===== src/rtl/arb_pkg.sv =====
// Shared arbitration types and sizing for the requester arbiters.
package arb_pkg;

    localparam int unsigned NREQ  = 4;
    localparam int unsigned IDX_W = 2;

    // Arbiter ownership state
    typedef enum logic {
        ARB_IDLE = 1'b0,
        ARB_BUSY = 1'b1
    } arb_state_t;

    // Result of a rotating-priority search
    typedef struct packed {
        logic             found;
        logic [IDX_W-1:0] idx;
    } arb_pick_t;

endpackage


===== src/rtl/decoder_2to4.sv =====
// 2-to-4 binary to one-hot decoder.
module decoder_2to4 (
    input  logic [1:0] sel,
    output logic [3:0] dec
);

    // Set exactly the bit addressed by sel
    always_comb begin
        dec      = '0;
        dec[sel] = 1'b1;
    end

endmodule


===== src/rtl/rr_arbiter_4.sv =====
// Four-requester round-robin arbiter with registered owner index.
// A grant is held while the owner keeps requesting; the rotating pointer
// provides fairness.
// Optional macro RR_ARBITER_4_TIMEOUT_EN adds a hold-time limit of MAX_HOLD
// cycles when another requester is waiting.
module rr_arbiter_4
    import arb_pkg::*;
#(
    parameter int unsigned MAX_HOLD = 8
) (
    input  logic       clk,
    input  logic       rst_n,
    input  logic [3:0] req,
    output logic [3:0] grant,
    output logic [1:0] grant_idx,
    output logic       grant_valid
);

    if (MAX_HOLD < 1 || MAX_HOLD > 15) begin : g_max_hold_range
        $error("rr_arbiter_4: MAX_HOLD must be in 1..15");
    end

    arb_state_t       state, state_nxt;
    logic [IDX_W-1:0] ptr, ptr_nxt;
    logic [IDX_W-1:0] idx_nxt;
    logic [NREQ-1:0]  dec_out;
    arb_pick_t        pick_all;
    logic             new_grant;
    arb_pick_t        new_pick;

`ifdef RR_ARBITER_4_TIMEOUT_EN
    localparam logic [3:0] HOLD_LAST = 4'(MAX_HOLD - 1);
    logic [3:0]      hold_cnt, hold_nxt;
    logic [NREQ-1:0] owner_mask;
    arb_pick_t       pick_oth;
`endif

    // First set bit of r in the order p, p+1, p+2, p+3 (mod 4)
    function automatic arb_pick_t rr_pick(input logic [NREQ-1:0] r,
                                          input logic [IDX_W-1:0] p);
        arb_pick_t        res;
        logic [IDX_W-1:0] k;
        res.found = 1'b0;
        res.idx   = '0;
        for (int unsigned i = 0; i < NREQ; i++) begin
            k = p + IDX_W'(i);
            if (!res.found && r[k]) begin
                res.found = 1'b1;
                res.idx   = k;
            end
        end
        return res;
    endfunction

    // Next owner, pointer and (optionally) hold counter
    always_comb begin
        state_nxt = state;
        idx_nxt   = grant_idx;
        ptr_nxt   = ptr;
        new_grant = 1'b0;
        new_pick  = '0;
        pick_all  = rr_pick(req, ptr);
`ifdef RR_ARBITER_4_TIMEOUT_EN
        hold_nxt             = hold_cnt;
        owner_mask           = '0;
        owner_mask[grant_idx] = 1'b1;
        pick_oth             = rr_pick(req & ~owner_mask, ptr);
`endif
        unique case (state)
            ARB_IDLE: begin
                if (pick_all.found) begin
                    new_grant = 1'b1;
                    new_pick  = pick_all;
                end
            end
            ARB_BUSY: begin
                if (!req[grant_idx]) begin
                    // Owner's bit is clear, so a full search finds only others
                    if (pick_all.found) begin
                        new_grant = 1'b1;
                        new_pick  = pick_all;
                    end else begin
                        state_nxt = ARB_IDLE;
                    end
                end
`ifdef RR_ARBITER_4_TIMEOUT_EN
                else if (hold_cnt == HOLD_LAST) begin
                    // Limit reached: pre-empt only if someone else is waiting,
                    // otherwise the counter stays saturated
                    if (pick_oth.found) begin
                        new_grant = 1'b1;
                        new_pick  = pick_oth;
                    end
                end else begin
                    hold_nxt = hold_cnt + 4'd1;
                end
`endif
            end
            default: state_nxt = ARB_IDLE;
        endcase

        if (new_grant) begin
            state_nxt = ARB_BUSY;
            idx_nxt   = new_pick.idx;
            ptr_nxt   = new_pick.idx + IDX_W'(1);
`ifdef RR_ARBITER_4_TIMEOUT_EN
            hold_nxt  = '0;
`endif
        end
    end

    // State, owner and pointer registers with synchronous reset
    always_ff @(posedge clk) begin
        if (!rst_n) begin
            state     <= ARB_IDLE;
            grant_idx <= '0;
            ptr       <= '0;
`ifdef RR_ARBITER_4_TIMEOUT_EN
            hold_cnt  <= '0;
`endif
        end else begin
            state     <= state_nxt;
            grant_idx <= idx_nxt;
            ptr       <= ptr_nxt;
`ifdef RR_ARBITER_4_TIMEOUT_EN
            hold_cnt  <= hold_nxt;
`endif
        end
    end

    assign grant_valid = (state == ARB_BUSY);

    decoder_2to4 u_dec (
        .sel (grant_idx),
        .dec (dec_out)
    );

    assign grant = dec_out & {NREQ{grant_valid}};

endmodule

===== config.mk =====
export PLATFORM = sky130hd
export DESIGN_NAME = rr_arbiter_4
export DESIGN_NICKNAME = d
export VERILOG_FILES = /design/src/rtl/arb_pkg.sv /design/src/rtl/decoder_2to4.sv /design/src/rtl/rr_arbiter_4.sv
export SDC_FILE = /design/constraint.sdc
export NUM_CORES = 1
export LEC_CHECK = 0
export CORE_AREA = 2 2 39 41
export CTS_CLUSTER_SIZE = 30
export DETAILED_ROUTE_END_ITERATION = 8
export DIE_AREA = 0 0 41 43
export PLACE_DENSITY_LB_ADDON = 0.05
export SETUP_SLACK_MARGIN = 0.5
export SLEW_MARGIN = 20
export SYNTH_ARGS = -nofsm -noshare
export SYNTH_HDL_FRONTEND = slang
export SYNTH_SLANG_ARGS = --single-unit

===== constraint.sdc =====
create_clock -name clk -period 1.81 [get_ports clk]
set_clock_uncertainty 0.15 [all_clocks]
set_input_delay 0.362 -clock clk [delete_from_list [all_inputs] [get_ports clk]]
set_output_delay 0.362 -clock clk [all_outputs]
set_load 0.02 [all_outputs]

==> metrics.txt, run 1 <==
# TYPE chip_impl_metric gauge
chip_impl_metric{name="globalRouteOverflowTotal",unit=""} 0
chip_impl_metric{name="clk-insertion-delay-late",unit="ns"} 0.24
chip_impl_info{name="path_class",value="reg -> reg"} 1
chip_impl_metric{name="synthesis.yosys.warnings",unit=""} 0
chip_impl_metric{name="postRouteAntennaNets",unit=""} 0
chip_impl_metric{name="die_area",unit="mm²"} 0.00176
chip_impl_metric{name="ys_async_sr_fraction",unit="%"} 0
chip_impl_metric{name="initial_core_util",unit="%"} 27.8
chip_impl_metric{name="viasPerCell",unit=""} 5.05
chip_impl_metric{name="finalWirelength",unit="µm"} 1170
chip_impl_metric{name="drtPass1Iterations",unit=""} 4
chip_impl_metric{name="grt_pass1_wl",unit="µm"} 1790
chip_impl_metric{name="fp.dieW",unit="µm"} 41
chip_impl_info{name="critical_path_start",value="grant_idx[0]"} 1
chip_impl_info{name="clock_tree_from_tritoncts",value="yes"} 1
chip_impl_info{name="cts_root_buf",value="sky130_fd_sc_hd__clkbuf_4"} 1
chip_impl_metric{name="synth_seq_area_share",unit="%"} 26.1
chip_impl_info{name="post-synth-top-area-cell",value="sky130_fd_sc_hd__dfxtp_1"} 1
chip_impl_metric{name="syn_area",unit="µm²"} 384
chip_impl_metric{name="timing.final.crit_share",unit="%"} 83.2
chip_impl_metric{name="cts_buffer_depth",unit=""} 2
chip_impl_metric{name="total_leakage_power",unit="nW"} 0.298
chip_impl_metric{name="path_max_fanout",unit=""} 7
chip_impl_info{name="r2r-end",value="ptr[0]"} 1
chip_impl_metric{name="placed_cells_incl_taps",unit=""} 77
chip_impl_metric{name="finalWorstPathRequiredPeriod",unit="ns"} 1.51
chip_impl_metric{name="gpl.final_weighted_congestion",unit=""} 0.824
chip_impl_metric{name="core",unit="mm²"} 0.00138
chip_impl_metric{name="average_wire_length_per_cell_after_detail_routing",unit="µm"} 13.3
chip_impl_info{name="min_path_type",value="reg -> reg"} 1
chip_impl_info{name="rr_startpoint",value="grant_idx[0]"} 1
chip_impl_metric{name="max-cap-violations",unit=""} 0
chip_impl_metric{name="yosys_register_bits",unit=""} 5
chip_impl_metric{name="worstPathArrival",unit="ns"} 1.49
chip_impl_metric{name="syn-mean-instance-area",unit="µm²"} 8.00
chip_impl_metric{name="post_route_cells_drive_above_1_share",unit="%"} 58.3
chip_impl_metric{name="post-route-drc-count",unit=""} 0
chip_impl_metric{name="chipHeight",unit="µm"} 43
chip_impl_metric{name="synth_cell_type_count",unit=""} 23
chip_impl_metric{name="number_of_global_route_vias_before_repair",unit=""} 399
chip_impl_metric{name="num_rows",unit=""} 14
chip_impl_metric{name="routed-via-count",unit=""} 444
chip_impl_metric{name="fin_cells",unit=""} 88
chip_impl_metric{name="drt_iter0_drc",unit=""} 11
chip_impl_metric{name="synthCells",unit=""} 48
chip_impl_metric{name="finalCoreUtilization",unit="%"} 51.3
chip_impl_metric{name="critPathBufInv",unit=""} 0
chip_impl_metric{name="path_clk_slew",unit="ns"} 0.05
chip_impl_info{name="worstSetupEndpoint",value="ptr[0]"} 1
chip_impl_metric{name="report.final.slew_viol_count",unit=""} 0
chip_impl_metric{name="timing_hold_violations_final",unit=""} 0
chip_impl_metric{name="dpl_wire_length",unit="µm"} 712
chip_impl_metric{name="worst_slew_slack_as_a_fraction_of_its_limit",unit="%"} 84.4
chip_impl_info{name="worst_path_max_delay_cell",value="sky130_fd_sc_hd__dfxtp_4"} 1
chip_impl_metric{name="power.density",unit="mW/mm²"} 702
chip_impl_metric{name="netlist.area_leader.share",unit="%"} 26.1
chip_impl_metric{name="grt_max_degree",unit=""} 8
chip_impl_metric{name="synth_nets",unit=""} 54
chip_impl_metric{name="cp_num_cells",unit=""} 4
chip_impl_metric{name="slowest_delay",unit="ns"} 0.42
chip_impl_info{name="most_common_cell_after_layout_fill_and_taps_aside",value="sky130_fd_sc_hd__buf_4"} 1
chip_impl_metric{name="reg2reg_setup_slack",unit="ns"} 0.30
chip_impl_metric{name="antenna_violations_before_repair",unit=""} 0
chip_impl_info{name="status",value="finished clean"} 1
chip_impl_metric{name="timing.final.setup_violations",unit=""} 0
chip_impl_info{name="rsz_0062_raised_after_global_routing",value="yes"} 1
chip_impl_metric{name="syn_to_final_growth",unit="%"} 84.7
chip_impl_metric{name="portBuffers",unit=""} 12
chip_impl_metric{name="tightestPinTransition",unit="ns"} 0.233
chip_impl_info{name="worstSetupEndpointType",value="register"} 1
chip_impl_metric{name="maxClockFrequency",unit="GHz"} 0.664
chip_impl_metric{name="number_of_clock_buffers_inserted_by_tritoncts",unit=""} 3
chip_impl_metric{name="floorplan.io_pins",unit=""} 13
chip_impl_info{name="top_library_cells_by_usage_in_the_layout_fill_and_taps_aside",value="sky130_fd_sc_hd__buf_4 (10), sky130_fd_sc_hd__buf_6 (7), sky130_fd_sc_hd__inv_1 (5)"} 1
chip_impl_metric{name="grt_use_total",unit="%"} 15.3
chip_impl_metric{name="antennaDiodeCount",unit=""} 0
chip_impl_info{name="worstPathCellList",value="mux2i_4 -> o21bai_4 -> a2111o_1 -> o211a_1"} 1
chip_impl_metric{name="critPathRequiredTime",unit="ns"} 1.79
chip_impl_metric{name="number_of_h_tree_levels",unit=""} 1
chip_impl_info{name="synth_flop_cell",value="sky130_fd_sc_hd__dfxtp_1"} 1
chip_impl_info{name="synth.top_cells.by_area",value="sky130_fd_sc_hd__dfxtp_1 (26%), sky130_fd_sc_hd__nor2_1 (6.8%), sky130_fd_sc_hd__inv_1 (5.9%)"} 1
chip_impl_metric{name="irDropWorstVdd",unit="mV"} 0.412
chip_impl_info{name="worstSetupStartpointType",value="register"} 1
chip_impl_info{name="critical_path.top_delay_family",value="compound AO/OA/AOI/OAI gates"} 1
chip_impl_metric{name="cts.sinks",unit=""} 5
chip_impl_metric{name="fin_nets",unit=""} 79
chip_impl_metric{name="reg2regPathDepth",unit=""} 4
chip_impl_metric{name="number_of_enable_flip_flop_cells_after_synthesis",unit=""} 0
-- how the worst min path moves through the flow --
stage | startpoint | to | slack, ns | depth (start not counted)
2_1_floorplan | req[3] | grant_valid | 0.33 | 2
3_3_place_gp | grant_idx[1] | grant_idx[1] | 0.35 | 2
3_5_place_dp | grant_idx[1] | grant_idx[1] | 0.36 | 2
4_1_cts | req[1] | grant_valid | 0.33 | 3
5_1_grt | grant_idx[1] | grant_idx[1] | 0.42 | 2
6_report | grant_idx[1] | grant_idx[1] | 0.40 | 2
-- per-layer routing --
| metal | GRT usage [%] | wire, µm | vias to the layer above |
|---|---|---|---|
| li1 | - | - | 224 |
| met1 | 17.7 | 458 | 214 |
| met2 | 24.7 | 691 | 6 |
| met3 | 3.14 | 19 | 0 |
| met4 | 8.00 | 0 | 0 |
| met5 | 0 | 0 | - |
-- flip-flops by register name, indices dropped and copies added, names as in the netlist --
name / count
grant_idx: 2
ptr: 2
grant_valid: 1
-- power breakdown --
group / switching (mW) / internal, mW / total (mW) / leakage (nW)
sequential: 0.0315 / 0.127 / 0.159 / 0.0439
clock: 0.0470 / 0.0834 / 0.130 / 0.0150
combinational: 0.0998 / 0.109 / 0.209 / 0.239
-- stage by stage --
stage	setup slack, ns	total power [mW]	cell area (µm²)	TNS (ns)	hold WS [ns]
2_1_floorplan	0.241	0.259	412	0	0.331
3_3_place_gp	-0.268	0.320	556	-0.888	0.352
3_5_place_dp	-0.275	0.317	556	-0.859	0.362
4_1_cts	0.328	0.471	639	0	0.326
5_1_grt	0.267	0.532	709	0	0.421
6_report	0.304	0.498	709	0	0.397
-- timing repair --
| item | in CTS | in global routing |
|---|---|---|
| pin swaps | 3 | 5 |
| cloned | 0 | 0 |
| buffers inserted | 3 | 4 |
| gates resized for setup | 53 | 23 |
| hold buffers | 0 | 0 |
| endpoints found under the setup margin | 12 | 11 |
-- synth_stat cells, types with 2 or more instances --
master / count
sky130_fd_sc_hd__o41ai_1: 2
sky130_fd_sc_hd__nand2b_1: 2
sky130_fd_sc_hd__dfxtp_1: 5
sky130_fd_sc_hd__inv_1: 6
sky130_fd_sc_hd__mux2i_1: 2
sky130_fd_sc_hd__nand2_1: 2
sky130_fd_sc_hd__o22ai_1: 3
sky130_fd_sc_hd__a21oi_1: 4
sky130_fd_sc_hd__nor2_1: 7
sky130_fd_sc_hd__o21ai_0: 2
-- area by class of cell --
cell class	count	area, µm²
Fill cell	146	674
Multi-Input combinational cell	35	329
Timing Repair Buffer	22	196
Sequential cell	5	115
Clock buffer	4	26.3
Inverter	6	22.5
Tap cell	16	20.0
-- logic make-up (layout without fill, tap and decap cells) --
logic type | count (synthesis) | count (layout) | synth area share [%]
buf+inv | 8 | 32 | 10.1
flops | 5 | 5 | 26.1
compound gates | 19 | 19 | 38.4
mux | 3 | 3 | 8.79
simple gates | 13 | 13 | 16.6
-- tightest hold or removal path, cell delays in order (launching register included) --
cell,delay (ns)
sky130_fd_sc_hd__dfxtp_4,0.37
sky130_fd_sc_hd__nand3_1,0.08
sky130_fd_sc_hd__o41ai_2,0.06
Note: power is estimated with default switching activity, not from simulation.
==> run 2, diff against run 1 <==
==> constraint.sdc (replaced) <==
create_clock -name clk -period 1.36 [get_ports clk]
set_clock_uncertainty 0.15 [all_clocks]
set_input_delay 0.272 -clock clk [delete_from_list [all_inputs] [get_ports clk]]
set_output_delay 0.272 -clock clk [all_outputs]
set_load 0.02 [all_outputs]
==> metrics.txt, run 2 (same netlist as run 1, synthesis figures left out) <==
# TYPE chip_impl_metric gauge
chip_impl_info{name="status",value="finished with violations"} 1
chip_impl_info{name="failed_checks",value="negative setup slack"} 1
chip_impl_metric{name="timing.final.setup_violations",unit=""} 8
chip_impl_metric{name="antenna_violations_before_repair",unit=""} 0
chip_impl_metric{name="hold_path_depth",unit=""} 4
chip_impl_metric{name="number_of_h_tree_levels",unit=""} 1
chip_impl_metric{name="post-route-drc-count",unit=""} 0
chip_impl_metric{name="max-cap-violations",unit=""} 0
chip_impl_metric{name="report.final.slew_viol_count",unit=""} 0
chip_impl_info{name="most_common_cell_after_layout_fill_and_taps_aside",value="sky130_fd_sc_hd__buf_4"} 1
chip_impl_metric{name="m1WireLength",unit="µm"} 510
chip_impl_metric{name="timing.final.crit_share",unit="%"} 110
chip_impl_metric{name="post_route_cells_drive_above_1_share",unit="%"} 63.7
chip_impl_metric{name="die_area",unit="mm²"} 0.00176
chip_impl_metric{name="postRouteAntennaNets",unit=""} 0
chip_impl_info{name="route.top_layer_used",value="met4"} 1
chip_impl_metric{name="fp.dieW",unit="µm"} 41
chip_impl_metric{name="sequential_cell_area",unit="µm²"} 111
chip_impl_metric{name="grt_use_total",unit="%"} 14.0
chip_impl_metric{name="cts.sinks",unit=""} 5
chip_impl_metric{name="routed-wl-met2",unit="µm"} 534
chip_impl_metric{name="finalWorstPathRequiredPeriod",unit="ns"} 1.50
chip_impl_metric{name="grt_max_degree",unit=""} 10
chip_impl_metric{name="number_of_global_route_vias_before_repair",unit=""} 411
chip_impl_info{name="rr_startpoint",value="grant_idx[0]"} 1
chip_impl_metric{name="multi_input_comb_area",unit="µm²"} 324
chip_impl_metric{name="finalWirelength",unit="µm"} 1090
chip_impl_metric{name="initial_core_util",unit="%"} 27.8
chip_impl_metric{name="cts_buffer_depth",unit=""} 2
chip_impl_metric{name="path_max_fanout",unit=""} 4
chip_impl_metric{name="fin_nets",unit=""} 87
chip_impl_info{name="cts_root_buf",value="sky130_fd_sc_hd__clkbuf_4"} 1
chip_impl_metric{name="number_of_clock_buffers_inserted_by_tritoncts",unit=""} 3
chip_impl_info{name="min_to",value="grant_valid"} 1
chip_impl_metric{name="critPathRequiredTime",unit="ns"} 1.35
chip_impl_metric{name="antennaDiodeCount",unit=""} 0
chip_impl_metric{name="finalPower",unit="mW"} 0.702
chip_impl_metric{name="average_wire_length_per_cell_after_detail_routing",unit="µm"} 11.3
chip_impl_info{name="clock_tree_from_tritoncts",value="yes"} 1
chip_impl_metric{name="worstPathArrival",unit="ns"} 1.49
chip_impl_metric{name="globalRouteOverflowTotal",unit=""} 0
chip_impl_info{name="worstSetupStartpointType",value="register"} 1
chip_impl_metric{name="chipHeight",unit="µm"} 43
chip_impl_metric{name="num-fill-cells",unit=""} 139
chip_impl_info{name="min_path_type",value="in -> reg"} 1
chip_impl_metric{name="layout_setup_ws",unit="ns"} -0.142
chip_impl_info{name="rsz_0062_raised_after_global_routing",value="yes"} 1
chip_impl_info{name="min-delay-start",value="req[1]"} 1
chip_impl_info{name="top_library_cells_by_usage_in_the_layout_fill_and_taps_aside",value="sky130_fd_sc_hd__buf_4 (15), sky130_fd_sc_hd__buf_6 (12), sky130_fd_sc_hd__nor2_4 (4), sky130_fd_sc_hd__inv_1 (4), sky130_fd_sc_hd__a21oi_1 (4)"} 1
chip_impl_metric{name="routed-via-count",unit=""} 453
chip_impl_info{name="r2r-end",value="ptr[0]"} 1
chip_impl_metric{name="num_rows",unit=""} 14
chip_impl_metric{name="syn_to_final_growth",unit="%"} 105
chip_impl_metric{name="total_leakage_power",unit="nW"} 0.353
chip_impl_metric{name="viasPerCell",unit=""} 4.72
chip_impl_metric{name="reg2reg_setup_slack",unit="ns"} -0.14
chip_impl_metric{name="core",unit="mm²"} 0.00138
chip_impl_metric{name="drtPass1Iterations",unit=""} 3
chip_impl_info{name="path_class",value="reg -> reg"} 1
chip_impl_info{name="worstSetupEndpointType",value="register"} 1
chip_impl_metric{name="dpl_wire_length",unit="µm"} 806
chip_impl_metric{name="floorplan.io_pins",unit=""} 13
chip_impl_metric{name="reg2regPathDepth",unit=""} 4
chip_impl_metric{name="grt_pass1_wl",unit="µm"} 1660
chip_impl_metric{name="worst_slew_slack_as_a_fraction_of_its_limit",unit="%"} 82.6
chip_impl_metric{name="drt_iter0_drc",unit=""} 3
chip_impl_metric{name="clk-insertion-delay-late",unit="ns"} 0.24
chip_impl_metric{name="finalSetupTns",unit="ns"} -0.486
chip_impl_metric{name="irDropWorstVdd",unit="mV"} 0.633
chip_impl_metric{name="power.density",unit="mW/mm²"} 891
chip_impl_metric{name="portBuffers",unit=""} 12
chip_impl_metric{name="timing_hold_violations_final",unit=""} 0
chip_impl_metric{name="holdWs",unit="ns"} 0.233
chip_impl_metric{name="path_clk_slew",unit="ns"} 0.05
chip_impl_metric{name="tightestPinTransition",unit="ns"} 0.257
chip_impl_metric{name="route.met3.wl",unit="µm"} 27
chip_impl_metric{name="gpl.final_weighted_congestion",unit=""} 0.721
chip_impl_metric{name="maxClockFrequency",unit="GHz"} 0.666
==> run 2: cell types whose count changed in the layout (fill, tap and decap cells not counted), moves of 2 or more <==
cell and change:
sky130_fd_sc_hd__buf_2 -2, sky130_fd_sc_hd__clkdlybuf4s15_2 -2, sky130_fd_sc_hd__buf_4 +5, sky130_fd_sc_hd__buf_6 +5
==> run 2: per-stage QoR <==
step	cell area [µm²]	utilization [%]	setup WS, ns	cells
6_report	788	57.0	-0.142	96
5_1_grt	788	57.0	-0.190	96
4_1_cts	694	50.2	-0.143	93
3_5_place_dp	647	46.7	-0.631	86
3_3_place_gp	647	46.7	-0.610	86
2_1_floorplan	435	-	-0.209	48
==> run 2: area by class of cell <==
cell class / instances / area share (%)
multi-input cells: 35 / 41.1
repair buffers: 30 / 35.7
flip-flops and latches: 5 / 14.1
clock buffers: 4 / 3.33
inverters: 6 / 3.17
well taps: 16 / 2.54
==> run 2: per-layer routing <==
layer / GRT usage (%) / vias to the layer above
met1: 16.7 / 195
li1: - / 246
met4: 4.00 / 0
met3: 6.28 / 2
met5: 0 / -
met2: 21.6 / 10
==> run 2: worst max path at each step <==
stage / startpoint / to / slack, ns / depth (start not counted)
CTS: grant_idx[0] / ptr[0] / -0.14 / 4
finish: grant_idx[0] / ptr[0] / -0.14 / 4
floorplan: grant_idx[0] / ptr[0] / -0.21 / 5
global route: grant_idx[0] / ptr[0] / -0.19 / 4
global placement: req[0] / ptr[0] / -0.61 / 5
detailed placement: req[2] / ptr[0] / -0.63 / 5
==> run 2: what timing repair did <==
action,4_1_cts,5_1_grt
resized for setup,50,37
hold buffers,0,0
pin swaps,5,4
setup buffers,3,3
setup endpoints to repair,12,12
==> run 2: critical path: stages (launching register included) <==
cell                       delay [ns]
sky130_fd_sc_hd__dfxtp_4         0.38
sky130_fd_sc_hd__mux2i_4         0.25
sky130_fd_sc_hd__o21bai_4        0.08
sky130_fd_sc_hd__a2111o_1        0.42
sky130_fd_sc_hd__o211a_1         0.12
==> run 2: where the power goes <==
group	internal (mW)	switching [mW]	total, mW
Combinational	0.181	0.149	0.330
Sequential	0.167	0.0282	0.196
Clock	0.111	0.0651	0.176
==> run 3, diff against run 2 <==
--- a/config.mk
+++ b/config.mk
@@ -9,6 +9,7 @@
 export CTS_CLUSTER_SIZE = 30
 export DETAILED_ROUTE_END_ITERATION = 8
 export DIE_AREA = 0 0 41 43
+export MAX_ROUTING_LAYER = met4
 export PLACE_DENSITY_LB_ADDON = 0.05
 export SETUP_SLACK_MARGIN = 0.5
 export SLEW_MARGIN = 20
==> constraint.sdc (replaced) <==
create_clock -name clk -period 1.91 [get_ports clk]
set_clock_uncertainty 0.15 [all_clocks]
set_input_delay 0.382 -clock clk [delete_from_list [all_inputs] [get_ports clk]]
set_output_delay 0.382 -clock clk [all_outputs]
set_load 0.02 [all_outputs]
==> metrics.txt, run 3 (same netlist as run 1, synthesis figures left out) <==
# TYPE chip_impl_metric gauge
chip_impl_info{name="status",value="finished clean"} 1
chip_impl_info{name="worst_path_max_delay_cell",value="sky130_fd_sc_hd__dfxtp_4"} 1
chip_impl_metric{name="path_max_fanout",unit=""} 4
chip_impl_info{name="worstSetupEndpointType",value="output port"} 1
chip_impl_metric{name="worstPathArrival",unit="ns"} 0.96
chip_impl_metric{name="antennaDiodeCount",unit=""} 0
chip_impl_info{name="critical_path_start",value="grant_idx[1]"} 1
chip_impl_metric{name="timing_hold_violations_final",unit=""} 0
chip_impl_metric{name="critPathBufInv",unit=""} 1
chip_impl_metric{name="timing.final.crit_share",unit="%"} 77.9
chip_impl_metric{name="finalWorstPathRequiredPeriod",unit="ns"} 1.49
chip_impl_metric{name="max-cap-violations",unit=""} 0
chip_impl_metric{name="dpl_wire_length",unit="µm"} 759
chip_impl_metric{name="fp.dieW",unit="µm"} 41
chip_impl_info{name="cts_root_buf",value="sky130_fd_sc_hd__clkbuf_4"} 1
chip_impl_info{name="critical_path.top_delay_family",value="flip-flops"} 1
chip_impl_metric{name="cts.sinks",unit=""} 5
chip_impl_info{name="busiest_layer",value="met2"} 1
chip_impl_metric{name="power.density",unit="mW/mm²"} 651
chip_impl_metric{name="average_wire_length_per_cell_after_detail_routing",unit="µm"} 12.2
chip_impl_metric{name="tightestPinTransition",unit="ns"} 0.249
chip_impl_info{name="worstSetupStartpointType",value="register"} 1
chip_impl_metric{name="post-route-drc-count",unit=""} 0
chip_impl_info{name="rr_startpoint",value="grant_idx[0]"} 1
chip_impl_metric{name="layout_setup_ws",unit="ns"} 0.423
chip_impl_metric{name="viasPerCell",unit=""} 5.10
chip_impl_metric{name="slowest_delay",unit="ns"} 0.35
chip_impl_metric{name="routed-via-count",unit=""} 474
chip_impl_metric{name="core",unit="mm²"} 0.00138
chip_impl_metric{name="post_placement_cell_area",unit="µm²"} 596
chip_impl_metric{name="critPathRequiredTime",unit="ns"} 1.38
chip_impl_metric{name="number_of_h_tree_levels",unit=""} 1
chip_impl_metric{name="chipHeight",unit="µm"} 43
chip_impl_metric{name="post_cts_hold_buffer_count",unit=""} 0
chip_impl_metric{name="initial_core_util",unit="%"} 27.8
chip_impl_metric{name="path_clk_slew",unit="ns"} 0.04
chip_impl_metric{name="cts_buffer_depth",unit=""} 2
chip_impl_metric{name="placed_cells_incl_taps",unit=""} 84
chip_impl_info{name="worstPathCellList",value="nand2b_4 -> nor2_2 -> buf_4"} 1
chip_impl_metric{name="report.final.slew_viol_count",unit=""} 0
chip_impl_info{name="min-delay-start",value="req[1]"} 1
chip_impl_metric{name="irDropWorstVdd",unit="mV"} 0.533
chip_impl_metric{name="maxClockFrequency",unit="GHz"} 0.672
chip_impl_metric{name="clk-insertion-delay-late",unit="ns"} 0.24
chip_impl_metric{name="antenna_violations_before_repair",unit=""} 0
chip_impl_metric{name="fin_nets",unit=""} 84
chip_impl_metric{name="drt_iter0_drc",unit=""} 4
chip_impl_metric{name="holdWs",unit="ns"} 0.301
chip_impl_metric{name="finalWirelength",unit="µm"} 1130
chip_impl_metric{name="gpl.final_weighted_congestion",unit=""} 0.841
chip_impl_metric{name="layout.cell_area.non_filler",unit="µm²"} 707
chip_impl_metric{name="detailedPlace.worstSlack",unit="ns"} -0.186
chip_impl_metric{name="postRouteAntennaNets",unit=""} 0
chip_impl_metric{name="portBuffers",unit=""} 12
chip_impl_metric{name="finalCoreUtilization",unit="%"} 51.1
chip_impl_metric{name="worst_slew_slack_as_a_fraction_of_its_limit",unit="%"} 83.4
chip_impl_info{name="path_class",value="reg -> out"} 1
chip_impl_metric{name="globalRouteOverflowTotal",unit=""} 0
chip_impl_metric{name="num_rows",unit=""} 14
chip_impl_metric{name="drtPass1Iterations",unit=""} 3
chip_impl_metric{name="number_of_clock_buffers_inserted_by_tritoncts",unit=""} 3
chip_impl_metric{name="total_leakage_power",unit="nW"} 0.327
chip_impl_metric{name="die_area",unit="mm²"} 0.00176
chip_impl_info{name="top_library_cells_by_usage_in_the_layout_fill_and_taps_aside",value="sky130_fd_sc_hd__buf_4 (16), sky130_fd_sc_hd__buf_2 (6), sky130_fd_sc_hd__inv_1 (5)"} 1
chip_impl_metric{name="timing.final.setup_violations",unit=""} 0
chip_impl_info{name="most_common_cell_after_layout_fill_and_taps_aside",value="sky130_fd_sc_hd__buf_4"} 1
chip_impl_metric{name="floorplan.io_pins",unit=""} 13
chip_impl_metric{name="grtUsageMet3",unit="%"} 6.28
chip_impl_info{name="clock_tree_from_tritoncts",value="yes"} 1
chip_impl_metric{name="syn_to_final_growth",unit="%"} 84.0
chip_impl_metric{name="finalPower",unit="mW"} 0.461
chip_impl_metric{name="grt_use_total",unit="%"} 14.1
chip_impl_metric{name="fin_cells",unit=""} 93
chip_impl_metric{name="post_route_cells_drive_above_1_share",unit="%"} 62.3
chip_impl_metric{name="gr-usage-met1",unit="%"} 16.3
chip_impl_metric{name="globalRouteMet2Util",unit="%"} 21.3
chip_impl_info{name="min_path_type",value="in -> reg"} 1
chip_impl_metric{name="number_of_global_route_vias_before_repair",unit=""} 401
chip_impl_metric{name="grt_max_degree",unit=""} 8
chip_impl_info{name="rsz_0062_raised_after_global_routing",value="yes"} 1
chip_impl_metric{name="grt_pass1_wl",unit="µm"} 1650
chip_impl_metric{name="finalSetupTns",unit="ns"} 0
## run 3: power by group
part           internal [mW]  switching, mW  total [mW]
clock                 0.0787         0.0387       0.117
combinational          0.102         0.0932       0.195
sequential             0.121         0.0274       0.148
total                  0.301          0.159       0.461
## run 3: final cells by class
class,count,area [µm²]
sequential,5,115
tap,16,20.0
multi-input combinational,35,318
fill,145,677
timing repair buffer,27,205
clock buffer,4,26.3
inverter,6,22.5
## run 3: final timing paths
kind                   to  slack, ns  cells after the start
min reg2reg  grant_idx[1]       0.38                      2
min           grant_valid       0.30                      3
max reg2reg        ptr[0]       0.42                      4
max              grant[1]       0.42                      3
## run 3: layer usage
layer,up-vias,share of wire (%)
li1,235,-
met1,223,43
met2,16,51
met3,0,5.9
met4,0,0
met5,-,0
## run 3: what timing repair did
item | in CTS | in global routing
setup endpoints to repair | 11 | 10
pin swaps | 2 | 8
resized for setup | 54 | 18
buffers inserted | 2 | 3
## run 3: worst min-delay path, cell delays in order
cell and delay (ns):
sky130_fd_sc_hd__buf_2 0.12, sky130_fd_sc_hd__nor4_4 0.06, sky130_fd_sc_hd__nor2_1 0.08
